[src/rtl/pipeline_hazard_ctrl.sv]
// Hazard scheduler for the 5-stage pipeline: operand bypass, load-use stall, control flush, multdiv sequencing.
// Optional perf counters (stall/flush cycles) are built when HAZ_PERF_CNT_EN is defined.
module pipeline_hazard_ctrl #(
  parameter int REG_W      = 5,
  parameter int MD_MAX_CYC = 40,
  parameter int PERF_W     = 16
) (
  input  logic             clock,
  input  logic             ctrl_reset,
  input  logic [REG_W-1:0] rs_d,
  input  logic [REG_W-1:0] rt_d,
  input  logic             uses_rs_d,
  input  logic             uses_rt_d,
  input  logic [REG_W-1:0] rs_x,
  input  logic [REG_W-1:0] rt_x,
  input  logic [REG_W-1:0] rd_x,
  input  logic             regwrite_x,
  input  logic             memread_x,
  input  logic [REG_W-1:0] rd_m,
  input  logic [REG_W-1:0] rd_w,
  input  logic             regwrite_m,
  input  logic             regwrite_w,
  input  logic             branch_taken_x,
  input  logic             jump_x,
  input  logic             md_start_x,
  input  logic             md_ready,
  output logic [1:0]       bypass_a,
  output logic [1:0]       bypass_b,
  output logic             stall_pc,
  output logic             stall_fd,
  output logic             stall_dx,
  output logic             bubble_dx,
  output logic             bubble_xm,
  output logic             flush_fd,
  output logic             flush_dx,
  output logic             md_go,
  output logic             md_busy,
  output logic             md_error
`ifdef HAZ_PERF_CNT_EN
  ,
  output logic [PERF_W-1:0] perf_stall_cnt,
  output logic [PERF_W-1:0] perf_flush_cnt
`endif
);

  localparam int CNT_W = (MD_MAX_CYC > 1) ? $clog2(MD_MAX_CYC) : 1;
  localparam logic [CNT_W-1:0] CNT_LAST = CNT_W'(MD_MAX_CYC - 1);

  if (REG_W < 1 || PERF_W < 1 || MD_MAX_CYC < 2) begin : g_param_check
    $error("pipeline_hazard_ctrl: invalid parameter values");
  end

  typedef enum logic [1:0] {
    IDLE    = 2'd0,
    MD_RUN  = 2'd1,
    MD_DONE = 2'd2
  } md_state_t;

  md_state_t        state, state_next;
  logic [CNT_W-1:0] md_cnt, md_cnt_next;
  logic             md_error_q;
  logic             md_timeout;
  logic             fl, lu, in_run;

  // M stage is younger than W, so its result wins; $r0 is never forwarded.
  function automatic logic [1:0] fwd_sel(input logic [REG_W-1:0] src,
                                         input logic wr_m, input logic [REG_W-1:0] dst_m,
                                         input logic wr_w, input logic [REG_W-1:0] dst_w);
    if (wr_m && dst_m == src && dst_m != '0)      return 2'b01;
    else if (wr_w && dst_w == src && dst_w != '0) return 2'b10;
    else                                          return 2'b00;
  endfunction

  always_ff @(posedge clock) begin
    if (!ctrl_reset) begin
      state      <= IDLE;
      md_cnt     <= '0;
      md_error_q <= 1'b0;
    end else begin
      state  <= state_next;
      md_cnt <= md_cnt_next;
      if (md_timeout) md_error_q <= 1'b1;
    end
  end

  always_comb begin
    state_next  = state;
    md_cnt_next = md_cnt;
    md_timeout  = 1'b0;
    fl          = branch_taken_x | jump_x;
    lu          = memread_x & regwrite_x & (rd_x != '0) &
                  ((uses_rs_d & (rs_d == rd_x)) | (uses_rt_d & (rt_d == rd_x)));
    in_run      = (state == MD_RUN);

    case (state)
      IDLE: begin
        if (md_start_x && !fl) begin
          state_next  = MD_RUN;
          md_cnt_next = '0;
        end
      end
      MD_RUN: begin
        md_cnt_next = md_cnt + 1'b1;
        // A ready pulse on the last allowed cycle still counts as success.
        if (md_ready) begin
          state_next = MD_DONE;
        end else if (md_cnt == CNT_LAST) begin
          state_next = IDLE;
          md_timeout = 1'b1;
        end
      end
      MD_DONE: state_next = IDLE;
      default: state_next = IDLE;
    endcase
  end

  always_comb begin
    bypass_a  = 2'b00;
    bypass_b  = 2'b00;
    stall_pc  = 1'b0;
    stall_fd  = 1'b0;
    stall_dx  = 1'b0;
    bubble_dx = 1'b0;
    bubble_xm = 1'b0;
    flush_fd  = 1'b0;
    flush_dx  = 1'b0;
    md_go     = 1'b0;
    md_busy   = 1'b0;
    md_error  = 1'b0;
    if (ctrl_reset) begin
      bypass_a  = fwd_sel(rs_x, regwrite_m, rd_m, regwrite_w, rd_w);
      bypass_b  = fwd_sel(rt_x, regwrite_m, rd_m, regwrite_w, rd_w);
      // Multdiv freeze dominates; a load-use stall is dropped when X is being flushed.
      stall_pc  = in_run | (lu & ~fl);
      stall_fd  = in_run | (lu & ~fl);
      stall_dx  = in_run;
      bubble_dx = lu & ~fl & ~in_run;
      bubble_xm = in_run;
      flush_fd  = fl;
      flush_dx  = fl;
      md_go     = (state == IDLE) & md_start_x & ~fl;
      md_busy   = (state != IDLE);
      md_error  = md_error_q;
    end
  end

`ifdef HAZ_PERF_CNT_EN
  logic [PERF_W-1:0] perf_stall_q, perf_flush_q;

  always_ff @(posedge clock) begin
    if (!ctrl_reset) begin
      perf_stall_q <= '0;
      perf_flush_q <= '0;
    end else begin
      if (stall_pc && perf_stall_q != '1) perf_stall_q <= perf_stall_q + 1'b1;
      if (flush_fd && perf_flush_q != '1) perf_flush_q <= perf_flush_q + 1'b1;
    end
  end

  assign perf_stall_cnt = ctrl_reset ? perf_stall_q : '0;
  assign perf_flush_cnt = ctrl_reset ? perf_flush_q : '0;
`endif

endmodule
[config.mk]
export PLATFORM = sky130hd
export DESIGN_NAME = pipeline_hazard_ctrl
export DESIGN_NICKNAME = d
export VERILOG_FILES = /design/src/rtl/pipeline_hazard_ctrl.sv
export SDC_FILE = /design/constraint.sdc
export NUM_CORES = 1
export LEC_CHECK = 0
export CAP_MARGIN = 5
export CORE_UTILIZATION = 32
export CTS_CLUSTER_SIZE = 14
export DETAILED_ROUTE_END_ITERATION = 12
export PLACE_DENSITY = 0.81
export SETUP_SLACK_MARGIN = 0.15
export SYNTH_ARGS = -nofsm -noshare
export SYNTH_HDL_FRONTEND = slang
export SYNTH_SLANG_ARGS = --single-unit
[constraint.sdc]
create_clock -name clock -period 1.3 [get_ports clock]
set_input_delay 0.195 -clock clock [delete_from_list [all_inputs] [get_ports clock]]
set_output_delay 0.195 -clock clock [all_outputs]
set_load 0.01 [all_outputs]
==> out/metrics.csv <==
stage,metric,value,unit
finish,Diodes inserted,0,
yosys,Synth Area in Compound Gates,0.114,
setup_path,FF-to-FF End,md_cnt[4],
clocking,cts hold-fix bufs,0,
timing,Sum Neg Setup Slack,-2.66,ns
routing,Antenna Nets Post-Route,0,
yosys,syn_nets,155,
routing,initial DRC count,8,
power_and_ir_drop,Power Total,0.956,mW
setup_path,Critical Path AT,1.60,ns
timing,max-slew violation count,0,
die,Die H,54.8,um
finish,layout net count,257,
setup_path,worst reg-to-reg path cell count,5,
grt,number of global-route vias before repair,1142,
die,die width,54.8,um
setup_path,Worst setup SP type,input port,
place,port bufs,60,
timing,worst hold slack,0.440,ns
die,core area,2540,um2
die,die area,3000,um2
clocking,Num CTS Buffers,3,
finish,Syn-to-layout area delta,121,%
yosys,most common flop cell mapped by yosys,dfxtp_1,
timing,final worst-path cycle share,1.38,
yosys,"count leader, synth",xor2_1,
outcome,failing checks,setup timing,
clocking,Clock Sinks,9,
routing,DR vias/cell,5.12,
yosys,count of cell types in the netlist,31,
yosys,Syn Inst Count,107,
timing,Worst slew margin,0.800,
grt,first-pass GRT wire length,4920,um
yosys,area share of fa/ha/maj cells after synthesis,0.0140,
power_and_ir_drop,PD cells,484,nW/um2
finish,Layout Utilization,0.776,
yosys,"top cells by area, synth","xor2_1 26%, dfxtp_1 20%, xnor2_1 7.9%",
timing,Clock Skew,0.00713,ns
timing,endpoints failing hold,0,
yosys,Post-Synth Simple-Gate Area,0.283,
routing,TritonRoute pass-1 iters,4,
routing,average wire per standard cell,15.7,um
setup_path,CP required,1.11,ns
routing,drt total wl,3740,um
grt,initial antenna violation count,0,
yosys,Commonest cells post-synth,"26 x xor2_1, 9 x dfxtp_1, 8 x xnor2_1, 7 x nor2_1, 5 x or4_1",
yosys,Synth Cell Area,892,um2
die,# IOs,61,
job,MaxCap Viol Count,0,
routing,vias,1218,
yosys,post-synth top area cell,xor2_1,
timing,clock period minus worst slack,1.80,ns
yosys,count of state elements after synthesis,9,
clocking,CTS tree,built,
finish,# fillers,161,
outcome,status,finished with violations,
die,Initial Utilization,0.351,
routing,DRC,0,
setup_path,CP Class,input port to primary output,
setup_path,CP startpoint,rd_m[2],
setup_path,Critical Path End,bypass_b[1],
timing,Final setup viols,8,
clocking,Root Buffer,clkbuf_4,
yosys,Async SR Flop Fraction,0,
setup_path,RR Startpoint,md_cnt[0],
yosys,xor/xnor share of the synthesized area,0.334,
yosys,Synth top area share,0.255,
grt,gr usage total,0.232,
finish,Non-Filler Instances,238,
place,gp weighted congestion,0.719,
yosys,mux cell area share after synthesis,0.0112,
yosys,Syn. warnings,0,
yosys,Avg Synthesized Cell Area,8.34,um2
timing,worst slew pin tran,0.297,ns
timing,Setup WS post-layout,-0.496,ns
clocking,CTS max path bufs,2,
grt,total gr overflow,0,
power_and_ir_drop,Lkg Pwr,0.889,nW
yosys,"EDFF count, synth",0,
setup_path,CP Max Fanout,2,
clocking,H-Tree Depth,1,
timing,RSZ-0062 raised after global routing,yes,
power_and_ir_drop,IR Drop Worst-Case VDD,0.518,mV
finish,share of cells above drive strength 1,0.582,
setup_path,"setup slack, reg-to-reg",0.17,ns
yosys,register area share after synthesis,0.202,
clocking,Worst-Skew Late Latency,0.27,ns
timing,f_max,0.557,GHz
setup_path,CP Capture Type,primary output,
worst_hold_path,HP Class,input port to flip-flop,
clocking,clock slew at reported path FFs,0.06,ns
yosys,largest family of logic cells by synthesized area,XOR/XNOR gates,
die,row cnt,18,
place,DP Cell Count,216,
place,detailed placement HPWL,2400,um
grt,largest net degree at the start of global routing,7,
metal layers:
metal | track usage | up-vias | part of all wire
met1 | 0.250 | 569 | 0.38
met2 | 0.460 | 52 | 0.56
met5 | 0 | - | 0
li1 | - | 590 | -
met3 | 0.0194 | 7 | 0.045
met4 | 0.0726 | 0 | 0.018
cell type report:
class	instances	area, um2	area share
clock buffer	4	26.3	0.0133
inverter	3	17.5	0.00887
multi-input combinational	91	867	0.439
sequential	9	190	0.0963
tap	30	37.5	0.0190
timing repair buffer	101	837	0.424
power by group:
part	total, mW	internal [mW]	switching (mW)
combinational	0.448	0.252	0.196
sequential	0.280	0.276	0.00392
clock	0.227	0.119	0.108
total	0.956	0.647	0.308
kinds of logic (layout without fill, tap and decap cells):
family	count (synthesis)	after routing
and+or+nand+nor	41	41
DFF	9	9
AOI/OAI and AO/OA	14	14
muxes	1	1
xor gates and xnor gates	34	34
buffers and inverters	7	108
adders and majority gates	1	1
registers in the layout (all words and copies together) (netlist names):
signal,flops
md_cnt,6
state,2
md_error_q,1
timing repair:
action | 4_1_cts | 5_1_grt
gates resized for setup | 186 | 41
gates cloned | 1 | 0
endpoints found under the setup margin | 22 | 22
buffers inserted | 13 | 4
pin swaps | 38 | 22
hold endpoints to repair | 0 | 0
worst max-delay path, stage by stage:
cell     delay, ns
buf_6         0.09
or4_4         0.54
o21ai_4       0.15
buf_6         0.12
nor4_4        0.03
buf_4         0.15
nor4_4        0.14
buf_2         0.18
worst min-delay path by stage:
stage | slack [ns] | cells past startpoint | start | end
finish | 0.44 | 4 | ctrl_reset | md_error_q
CTS | 0.43 | 4 | ctrl_reset | md_error_q
global route | 0.45 | 4 | ctrl_reset | md_error_q
floorplan | 0.30 | 1 | md_ready | md_error_q
detailed placement | 0.46 | 2 | md_error_q | md_error_q
global placement | 0.44 | 2 | md_error_q | md_error_q
placed cells by master (no fill, tap or decap), drive strengths merged:
cell,count
or4,5
and3,4
clkbuf,12
inv,2
nand3,3
and2,3
nand2,4
o31ai,1
dlymetal6s2s,1
nand4,1
and4,1
o2111ai,1
a22oi,1
a32oi,1
xnor2,8
ha,1
clkinvlp,1
nor2b,4
clkdlybuf4s15,9
nor3,2
nor4,6
dlygate4sd2,10
clkdlybuf4s50,4
o21ai,4
buf,69
xor2,26
o21a,1
a21o,1
dfxtp,9
nor2,7
mux2i,1
o211ai,4
nor3b,1
through the flow:
step / area, um2 / setup slack, ns
6_report: 1980 / -0.496
5_1_grt: 1980 / -0.551
4_1_cts: 1890 / -0.503
3_5_place_dp: 1760 / -1.17
3_3_place_gp: 1760 / -1.12
2_1_floorplan: 975 / -0.0900
Power figures use the tool's default switching activity.
